===== src/rtl/serial_adder.sv =====
// Bit-serial WIDTH-bit adder: one FA cell, carry flop and down counter, LSB first.
// Latency WIDTH+1 cycles from accepted start to done; no backpressure, start ignored while ready=0.
// Optional subtract mode under `define SERIAL_ADDER_SUB_EN (adds the sub port).
module serial_adder #(
    parameter int WIDTH = 8
) (
    input  logic             clk,
    input  logic             clear,
    input  logic             start,
    input  logic [WIDTH-1:0] A,
    input  logic [WIDTH-1:0] B,
`ifdef SERIAL_ADDER_SUB_EN
    input  logic             sub,
`endif
    output logic             ready,
    output logic             done,
    output logic [WIDTH-1:0] sum,
    output logic             cout
);

    localparam int CW = (WIDTH > 1) ? $clog2(WIDTH) : 1;

    typedef enum logic [1:0] {
        ST_IDLE = 2'd0,
        ST_RUN  = 2'd1,
        ST_DONE = 2'd2
    } state_t;

    state_t           state_q, state_d;
    logic [WIDTH-1:0] a_sr_q, b_sr_q, sum_q;
    logic [CW-1:0]    cnt_q;
    logic             carry_q, cout_q;
    logic             fa_s, fa_co;
    logic [WIDTH-1:0] b_load;
    logic             carry_init;

    // Single full-adder cell shared across all bit positions.
    assign fa_s  = a_sr_q[0] ^ b_sr_q[0] ^ carry_q;
    assign fa_co = (a_sr_q[0] & b_sr_q[0]) | (carry_q & (a_sr_q[0] ^ b_sr_q[0]));

`ifdef SERIAL_ADDER_SUB_EN
    // Subtract as A + ~B + 1: invert B on load and seed the carry with 1.
    assign b_load     = sub ? ~B : B;
    assign carry_init = sub;
`else
    assign b_load     = B;
    assign carry_init = 1'b0;
`endif

    always_comb begin
        state_d = state_q;
        ready   = 1'b0;
        done    = 1'b0;
        case (state_q)
            ST_IDLE: begin
                ready = 1'b1;
                if (start) state_d = ST_RUN;
            end
            ST_RUN: begin
                if (cnt_q == '0) state_d = ST_DONE;
            end
            ST_DONE: begin
                done    = 1'b1;
                state_d = ST_IDLE;
            end
            default: state_d = ST_IDLE;
        endcase
    end

    always_ff @(posedge clk) begin
        if (clear) begin
            state_q <= ST_IDLE;
            a_sr_q  <= '0;
            b_sr_q  <= '0;
            sum_q   <= '0;
            cnt_q   <= '0;
            carry_q <= 1'b0;
            cout_q  <= 1'b0;
        end else begin
            state_q <= state_d;
            case (state_q)
                ST_IDLE: begin
                    if (start) begin
                        a_sr_q  <= A;
                        b_sr_q  <= b_load;
                        carry_q <= carry_init;
                        cnt_q   <= CW'(WIDTH - 1);
                    end
                end
                ST_RUN: begin
                    a_sr_q  <= {1'b0, a_sr_q[WIDTH-1:1]};
                    b_sr_q  <= {1'b0, b_sr_q[WIDTH-1:1]};
                    sum_q   <= {fa_s, sum_q[WIDTH-1:1]};
                    carry_q <= fa_co;
                    cnt_q   <= cnt_q - CW'(1);
                    if (cnt_q == '0) cout_q <= fa_co;
                end
                default: ;
            endcase
        end
    end

    assign sum  = sum_q;
    assign cout = cout_q;

endmodule

===== config.mk =====
export PLATFORM = sky130hd
export DESIGN_NAME = serial_adder
export DESIGN_NICKNAME = d
export VERILOG_FILES = /design/src/rtl/serial_adder.sv
export SDC_FILE = /design/constraint.sdc
export NUM_CORES = 1
export LEC_CHECK = 0
export CAP_MARGIN = 20
export CORE_UTILIZATION = 43
export DETAILED_ROUTE_END_ITERATION = 16
export PLACE_DENSITY = 0.83
export SLEW_MARGIN = 20
export SYNTH_ARGS = -nofsm -noshare
export SYNTH_HDL_FRONTEND = slang
export SYNTH_SLANG_ARGS = --single-unit

===== constraint.sdc =====
create_clock -name clk -period 1.2 [get_ports clk]
set_input_delay 0.24 -clock clk [delete_from_list [all_inputs] [get_ports clk]]
set_output_delay 0.24 -clock clk [all_outputs]
set_load 0.02 [all_outputs]

==> reports/qor.csv <==
stage;metric;value;unit
status;status;complete, but fails checks;
status;failing checks;setup timing;
yosys;sequential-to-total area share from yosys stat;0.4853;
detailed_routing;initial drt markers;31;
detailed_routing;Antenna Nets Post-Route;0;
floorplanning;Initial Util;0.4597;
worst_hold_path;Worst Hold Class;register to register;
sta;Final Skew;0.01135;ns
detailed_routing;Metal-1 WL;1459;um
power_and_ir_drop;P_int;1650;uW
yosys;post-synth net total;178;
setup_path;Critical R2R Capture;cnt_q[1];
floorplanning;Die Y;56.53;um
setup_path;Worst R2R Start;state_q[0];
sta;Rel. slew slack;0.8392;
setup_path;Worst EP required;0.96;ns
yosys;most common cell in the netlist;nor2_1;
placement;hpwl dp;1965;um
final_layout;share of cells above drive strength 1;0.2908;
detailed_routing;DRC Markers;0;
global_routing;Tot GR Track Use;0.1924;
power_and_ir_drop;Clock power frac;0.266;
setup_path;Cell Chain, Critical Path;nor2b_4, buf_6;
placement;GPL Wtd Cong;0.7726;
yosys;number of warnings issued by yosys;0;
setup_path;Setup crit start;state_q[1];
detailed_routing;final wirelength;3069;um
detailed_routing;routed vias;1200;
power_and_ir_drop;leakage;0.0007467;uW
placement;Area after DPL;1699;um2
cts;TritonCTS buffer count;5;
yosys;Synth top cells by count;nor2_1, dfxtp_1, nand2_1;
detailed_routing;top sig layer;met4;
setup_path;CP max stage cell;dfxtp_4;
final_layout;fill cell count;241;
final_layout;layout net count;218;
setup_path;Critical Path End Type;output port;
setup_path;Setup crit end;done;
sta;RSZ-0062 raised after global routing;yes;
final_layout;Layout Area Growth over Synthesis;41.39;%
sta;Final Hold Vio Count;0;
global_routing;initial antenna violation count;0;
detailed_routing;DRT Pass-1 Iters;4;
run;Max Cap Viol;0;
sta;maximum clock rate;0.8299;GHz
floorplanning;Ports;30;
sta;WHS;0.4594;ns
detailed_routing;wire per inst;13.52;um
sta;crit share post-route;1.004;
yosys;Avg Cell Area, Syn;8.197;um2
yosys;synthesized flop and latch total;31;
detailed_routing;vias per cell;5.286;
final_layout;area of the multi-input gates;681.9;um2
power_and_ir_drop;switching part of the total;0.2887;
yosys;EDFF count, synth;0;
detailed_routing;met3 wire len;152;um
floorplanning;Die Footprint;3196;um2
final_layout;Design Area, Final;1808;um2
setup_path;CP max stage delay;0.37;ns
final_layout;Diodes inserted;0;
power_and_ir_drop;Peak VDD IR;0.0008893;V
yosys;Synth Flop Type;dfxtp_1;
cts;Sink Count;31;
sta;Final Setup Violations;2;
sta;Slew @ Worst Pin;0.2389;ns
global_routing;number of global-route vias before repair;1127;
setup_path;critical path startpoint category;register;
cts;buffer depth of the longest clock path;2;
yosys;asr flop ratio synth;0;
floorplanning;standard-cell row count;19;
yosys;largest area contributor in the netlist;dfxtp_1;
global_routing;global-route wire length before repair;4664;um
cts;CTS tree;built;
cts;Root Driver;clkbuf_4;
final_layout;Reg area;629.4;um2
sta;Max Slew Vio Count;0;
cts;Skew-Pair Late Insertion Delay;0.33;ns
global_routing;GR Overflow Total;0;
sta;setup slack after layout;-0.004974;ns
placement;I/O Buffers;29;
power_and_ir_drop;NetSw;669.5;uW
power_and_ir_drop;Logic pwr share;0.228;
cts;number of hold buffers added after cts;0;
yosys;top cells by area, synth;dfxtp_1, nor2_1, nor4_1;
floorplanning;core outline area;2781;um2
setup_path;Register-to-Register Path Depth;4;
setup_path;Worst Path Class, Setup;register to output port;
global_routing;largest net degree at the start of global routing;21;
setup_path;Critical Path AT;0.96;ns
yosys;area of the mapped netlist;1279;um2
yosys;Synth top area share;0.4853;
yosys;Yosys cell types;27;
setup_path;maximum fanout along the worst path;4;
cts;clk slew on worst S/H paths;0.09;ns
power_and_ir_drop;PD cells;1283;nW/um2
detailed_routing;metal2 WL;1398;um
setup_path;reg2reg setup slack;-0.005;ns
sta;minimum clock period;1.205;ns
cts;H-Tree Depth;2;
yosys;Post-Synthesis Cells;156;
power_and_ir_drop;Sequential Power Share;0.507;
floorplanning;DIE WIDTH;56.53;um
-- power by group through the flow --
| stage | Sequential, uW | Combinational, uW | Clock (uW) |
|---|---|---|---|
| floorplan | 1180 | 270 | 0 |
| global placement | 1190 | 444 | 0 |
| detailed placement | 1190 | 461 | 0 |
| CTS | 1170 | 464 | 626 |
| global route | 1190 | 577 | 672 |
| finish | 1170 | 528 | 616 |
-- worst max-delay path, delay by kind of cell, from the launching register on --
kind	cells	cell delay (ns)
and+or+nand+nor	1	0.14
buffers and inverters	1	0.12
DFF	1	0.37
-- registers in the layout, summed over array words and instances, names as in the netlist --
signal / flops
cnt_q: 3
a_sr_q: 8
state_q: 2
b_sr_q: 8
sum: 8
cout: 1
carry_q: 1
-- routing by layer --
layer	track usage	vias up
li1	-	603
met1	0.2113	562
met2	0.3210	28
met3	0.06912	7
met4	0.1045	0
met5	0	-
-- cell usage in the layout (no fill, tap or decap), types with 3 or more instances in the layout --
| cell type | instances |
|---|---|
| nor2_1 | 41 |
| dfxtp_1 | 28 |
| clkdlybuf4s50_1 | 18 |
| nand2_1 | 16 |
| nor4_1 | 11 |
| buf_4 | 11 |
| a21oi_1 | 10 |
| buf_2 | 9 |
| nor2_2 | 6 |
| clkbuf_4 | 5 |
| nand3b_1 | 3 |
| nor4_2 | 3 |
| buf_12 | 3 |
-- cells by family (layout without fill, tap and decap cells) --
logic type	Yosys count	in the layout	synth area share
compound gates	20	21	0.1018
fa+ha+maj	3	3	0.03522
buf+inv	14	53	0.05479
flops	31	31	0.4853
mux	1	1	0.007828
simple gates	87	87	0.3151
-- worst min-delay path by stage --
stage,end,from,cells past startpoint,slack (ns)
final,cnt_q[0],cnt_q[0],1,0.46
after detailed placement,sum[0],sum[0],2,0.46
after global placement,sum[0],sum[0],2,0.44
after floorplan,state_q[1],clear,1,0.31
after global routing,cnt_q[0],cnt_q[0],1,0.48
after CTS,sum[0],sum[0],2,0.47
-- what timing repair did --
action	in CTS	in global routing
pin swaps	0	2
setup endpoints to repair	28	28
cloned	0	1
gates resized for setup	43	32
buffers inserted	0	0
-- area by class of cell --
cell class	instances	area share
flip-flops and latches	31	0.3481
clock buffers	6	0.02837
inverters	3	0.006228
repair buffers	43	0.2159
well taps	31	0.02145
multi-input cells	112	0.3772
clock inverters	1	0.002768
-- metrics by stage --
stage	total power [uW]	worst slack (ns)	instances	TNS [ns]	utilization
after global placement	1630	-0.3191	220	-5.394	0.6109
after detailed placement	1653	-0.3581	220	-6.008	0.6109
final	2319	-0.004974	227	-0.005434	0.6500
after floorplan	1453	0.02894	156	0	-
after CTS	2260	-0.02833	227	-0.05098	0.6338
after global routing	2435	-0.05568	227	-0.2400	0.6500
Note: power is estimated with default switching activity, not from simulation.
